**src/rtl/calc_pkg.sv**
```systemverilog
// Shared constants for the FSM calculator datapath.
// Latency: n/a (declarations only).
// Backpressure: n/a.
package calc_pkg;

  // Native operand width of the calculator datapath.
  localparam int DATA_W = 8;

endpackage

```
**src/rtl/full_adder.sv**
```systemverilog
// One-bit full adder stage used in the ripple chain.
// Latency: purely combinational.
// Backpressure: none.
module full_adder (
  input  logic a,
  input  logic b,
  input  logic ci,
  output logic s,
  output logic co
);

  logic p;

  // Propagate term is shared by the sum and the carry.
  assign p  = a ^ b;
  assign s  = p ^ ci;
  assign co = (a & b) | (ci & p);

endmodule

```
**src/rtl/adder_8bit.sv**
```systemverilog
// Registered unsigned adder with carry-in; the top bit of Sum is the carry-out.
// Latency: 1 cycle from in_valid capture to out_valid; one operand pair per cycle.
// Backpressure: none; the consumer must take Sum whenever out_valid is high.
module adder_8bit
  import calc_pkg::*;
#(
  parameter int WIDTH = DATA_W
) (
  input  logic             clk,
  input  logic             rst,
  input  logic             in_valid,
  input  logic [WIDTH-1:0] A,
  input  logic [WIDTH-1:0] B,
  input  logic             Cin,
  output logic [WIDTH:0]   Sum,
  output logic             out_valid
);

  // carry[i] feeds stage i; carry[WIDTH] is the final carry-out.
  logic [WIDTH:0]   carry;
  logic [WIDTH-1:0] sum_bits;
  logic [WIDTH:0]   sum_next;

  assign carry[0] = Cin;

  // Ripple chain: each stage hands its carry to the next one up.
  for (genvar i = 0; i < WIDTH; i++) begin : g_stage
    full_adder u_fa (
      .a  (A[i]),
      .b  (B[i]),
      .ci (carry[i]),
      .s  (sum_bits[i]),
      .co (carry[i+1])
    );
  end

  assign sum_next = {carry[WIDTH], sum_bits};

  // Output register: reset wins; idle cycles hold Sum so stray input values never reach it.
  always_ff @(posedge clk) begin
    if (rst) begin
      Sum       <= '0;
      out_valid <= 1'b0;
    end else begin
      out_valid <= in_valid;
      if (in_valid) begin
        Sum <= sum_next;
      end
    end
  end

endmodule

```
**config.mk**
```make
export PLATFORM = sky130hd
export DESIGN_NAME = adder_8bit
export DESIGN_NICKNAME = d
export VERILOG_FILES = /design/src/rtl/calc_pkg.sv /design/src/rtl/full_adder.sv /design/src/rtl/adder_8bit.sv
export SDC_FILE = /design/constraint.sdc
export NUM_CORES = 1
export LEC_CHECK = 0
export BUFFER_PORTS_ARGS = -buffer_cell sky130_fd_sc_hd__buf_2
export CORE_MARGIN = 2
export CORE_UTILIZATION = 40
export DETAILED_ROUTE_END_ITERATION = 6
export HOLD_SLACK_MARGIN = 0.03
export PLACE_DENSITY = 0.74
export SLEW_MARGIN = 0
export SYNTH_ARGS = -nofsm -noshare
export SYNTH_HDL_FRONTEND = slang
export SYNTH_SLANG_ARGS = --single-unit
```
**constraint.sdc**
```tcl
create_clock -name clk -period 5.37 [get_ports clk]
set_clock_uncertainty 0.1 [all_clocks]
set_input_delay 0.537 -clock clk [delete_from_list [all_inputs] [get_ports clk]]
set_output_delay 0.537 -clock clk [all_outputs]
set_load 0.05 [all_outputs]
```
# Word level (Yosys, flattened, before mapping)
# Cells that the tools add are included.
# W data, S select, Z words.
# word_totals
in_bits	20
register_bits	10
# classes
bitwise	40
# op_table
cell	count
$and A1 B1 Y1	16
$xor A1 B1 Y1	16
$or A1 B1 Y1	8

# Longest topological paths before layout
# logic_depth
ltp_word	17
ltp_mapped	12
ltp_nobuf	12

# Hierarchy
# Synthesis repeated with hierarchy kept, for this count alone.
# unflattened
cells_unflattened	39
area_unflattened_um2	506.7
# by_module_without_submodules
module	area_each_um2	seq_area_each_um2	n_inst	cells_per_inst
adder_8bit	346.6	200.2	1	31
full_adder	20.0	0.0	8	1

# Worst setup path before layout
# OpenSTA, ideal clock, no wires.
# synth_timing
path_type	input to register
from	input A[0]
to	register Sum[7]
setup_time_ns	0.080
t_arrival_ns	3.714
stages	12
setup_slack_ns	1.476
path_cell_list	inv_1 -> fa_1 -> inv_1 -> fa_1 -> fa_1 -> fa_1 -> fa_1 -> fa_1 -> fa_1 -> inv_1 -> fa_1 -> a211oi_2
# synth_between
elab_chain_cells	16
word_cells_on_any_way	17
# synth_rtl
element	line	rtl
from (decl)	adder_8bit.sv:12	input logic [WIDTH-1:0] A,
$xor A1 B1 Y1	full_adder.sv:15	assign p = a ^ b;
$and A1 B1 Y1	full_adder.sv:17	assign co = (a & b) | (ci & p);
$or A1 B1 Y1 (*)	full_adder.sv:17	
$and A1 B1 Y1 (*)	full_adder.sv:17	
$or A1 B1 Y1 (*)	full_adder.sv:17	
$and A1 B1 Y1 (*)	full_adder.sv:17	
$or A1 B1 Y1 (*)	full_adder.sv:17	
$and A1 B1 Y1 (*)	full_adder.sv:17	
$or A1 B1 Y1 (*)	full_adder.sv:17	
$and A1 B1 Y1 (*)	full_adder.sv:17	
$or A1 B1 Y1 (*)	full_adder.sv:17	
$and A1 B1 Y1 (*)	full_adder.sv:17	
$or A1 B1 Y1 (*)	full_adder.sv:17	
$and A1 B1 Y1 (*)	full_adder.sv:17	
$or A1 B1 Y1 (*)	full_adder.sv:17	
$xor A1 B1 Y1 (*)	full_adder.sv:16	assign s = p ^ ci;
to (signal assigned)	adder_8bit.sv:47	Sum <= sum_next;
to (decl)	adder_8bit.sv:15	output logic [WIDTH:0] Sum,
# Mark *: on every way between the ends. The rest lies on a longest branch, timed or not.
# A chain may end at the register's enable or synchronous reset.

# Final worst setup path
# Same ends and word-level chain as after synthesis.

==> run metrics <==
status finished, final reports clean; pin count of the biggest net entering global routing 14; Nets 106; Critical Path Start Type input pin; Syn Area/Cell 11.6 sq um; crit path capture Sum[7]$_SDFFE_PP0P_; r2r setup slk 4.62 ns; Sequential Area 200 sq um; Setup Buffers After CTS 0; Switching Fraction 34.5%; max incr delay on CP 0.42 ns; Period Utilization, post-route 71.8%; WL/cell 10.8 um; cts bufs inserted 3; H-tree levels 1; CP required 5.46 ns; area of the multi-input gates 293 sq um; Residual DRC 0; Initial Util 42.1%; DP Cell Count 88; fin. max-slew vios 0; Seq pwr share 38.1%; Clock Sinks 10; Switch Pwr 76.9 uW; num rows 13; Worst Path Max Fanout 1; post-synthesis sequential area ratio 37.5%; die area 1640 sq um; final setup fails 0; first-pass GRT wire length 1480 um; post-CTS sizing 0; Synth Instances 46; RSZ-0062 raised after global routing no; DP HPWL 802 um; hold crit path type flop to flop; worst-skew pair later-pin latency 0.26 ns; R2R depth 2; DR pass1 iterations 2; clock power share 30.9%; flops & latches, synth 10; share of the synthesized area in the top cell type 37.5%; top cells by area, synth dfxtp_1 37%, fa_1 30%, mux2i_1 11%; vias per cell 4.53; diodes inserted 0; worst vdd ir 0.164 mV; vias after detailed routing 417; PwrDens 310 nW/um^2; Tot GR Track Use 14.8%; Die H 40.5 um; vias in the first global route 353; WL final 995 um; CTS tree built; DR iter-0 viols 6; GRT overflow 0; fill count 124; Synth Net Count 74; Routed Antenna Nets 0; combinational share of power 30.9%; synthesis warning total 0; Fmax 259 MHz; leading area contributor after synthesis dfxtp_1; GPL Wtd Cong 0.646; Cell Area, Synth 534 sq um; reg2reg end Sum[8]$_SDFFE_PP0P_; WHS 0.386 ns; maxcap violations 0; most frequent CP cell fa_1; Die X 40.5 um; crit end category flop; Clock transition at path regs 0.07 ns; ratio of cells with drive above 1 in the final layout 45.5%; CTS Hold Bufs 0; worst path cell trace buf_2 -> inv_1 -> fa_1 -> inv_1 -> fa_1 -> fa_1 -> fa_1 -> fa_1 -> fa_1 -> fa_1 -> inv_1 -> fa_1 -> a211oi_2; # port buffers 29; CP startpoint A[0]; critical path's slowest cell fa_1; post-place setup slack 1.23 ns; Max clock buf depth 2; Pleak 0.000383 uW; worst setup margin 1.51 ns; Slew headroom 80.3%; count of cell types in the netlist 10; reg-to-reg startpoint Sum[8]$_SDFFE_PP0P_; final setup TNS 0 ns; critical path class input pin to flop; Hold Violations, Final 0; fin cells 92; minimum clock period 3.86 ns; Area growth, synth to finish 34.7%; clk root buf clkbuf_4; Crit path arrival time 3.95 ns; initial antenna violation count 0; P_int 146 uW; measured slew at the worst slew-check pin 0.296 ns; I/O pin total 30; Core Region 1270 sq um
[layout make-up]
class                   count  share of cell area, %
multi-input cells          27                   40.7
clock buffers               4                   5.04
flip-flops and latches     10                   27.8
inverters                   7                   3.65
well taps                  15                   2.61
repair buffers             29                   20.2
[power by group through the flow]
| stage | Combinational [uW] | Clock [uW] | Sequential, uW |
|---|---|---|---|
| global placement | 67.7 | 0 | 86.3 |
| detailed placement | 69.5 | 0 | 86.6 |
| global route | 75.5 | 74.0 | 85.8 |
| floorplan | 23.8 | 0 | 112 |
| CTS | 70.1 | 71.6 | 85.1 |
| finish | 68.8 | 68.9 | 84.9 |
[layout by cell type, fill, tap and decap left out]
cell type and count:
inv_1 7, clkbuf_8 1, dfxtp_1 10, clkbuf_4 3
a211oi_1 1, fa_1 8, a211oi_2 2, nor2b_1 1
nor2_1 9, buf_2 29, mux2i_1 6
[metal layers]
layer	vias to the layer above	part of all wire (%)	track usage, %
met5	-	0	0
met4	0	0	10.0
met3	0	7.2	3.89
met2	17	55	23.8
met1	196	38	17.1
li1	204	-	-
[synthesized netlist by cell type, drive strengths merged]
cell and instances:
dfxtp 10, nor2 9, fa 8, inv 7, mux2i 6, a211oi 3
buf 1, clkbuf 1, nor2b 1
[state kept, by name, summed over array words and instances, names as in the netlist]
| register | flops |
|---|---|
| Sum | 9 |
| out_valid | 1 |
[worst max-delay path, delay by kind of cell]
family          cells  cell delay (ns)
buf+inv             4             0.30
compound gates      1             0.21
fa+ha+maj           8             2.92
[metrics by stage]
stage	power [uW]	area [sq um]	util, %
5_1_grt	235	719	56.7
3_5_place_dp	156	683	53.8
2_1_floorplan	136	534	-
6_report	223	719	56.7
3_3_place_gp	154	683	53.8
4_1_cts	227	719	56.7
[cell families (layout without fill, tap and decap cells)]
group                    Yosys count  in the layout  synth area share (%)
adder cells (fa/ha/maj)            8              8                  30.0
buffers and inverters              9             40                  7.73
AND/OR/NAND/NOR                   10             10                  7.49
AO/OA/AOI/OAI                      3              3                  6.09
multiplexers                       6              6                  11.2
flip-flops                        10             10                  37.5
[worst min-delay path by stage]
stage	from	end	cells past startpoint
4_1_cts	Sum[0]$_SDFFE_PP0P_	Sum[0]$_SDFFE_PP0P_	2
2_1_floorplan	in_valid	Sum[1]$_SDFFE_PP0P_	2
6_report	Sum[0]$_SDFFE_PP0P_	Sum[0]$_SDFFE_PP0P_	2
3_3_place_gp	Sum[1]$_SDFFE_PP0P_	Sum[1]$_SDFFE_PP0P_	2
3_5_place_dp	Sum[0]$_SDFFE_PP0P_	Sum[0]$_SDFFE_PP0P_	2
5_1_grt	Sum[0]$_SDFFE_PP0P_	Sum[0]$_SDFFE_PP0P_	2
Power figures use the tool's default switching activity.
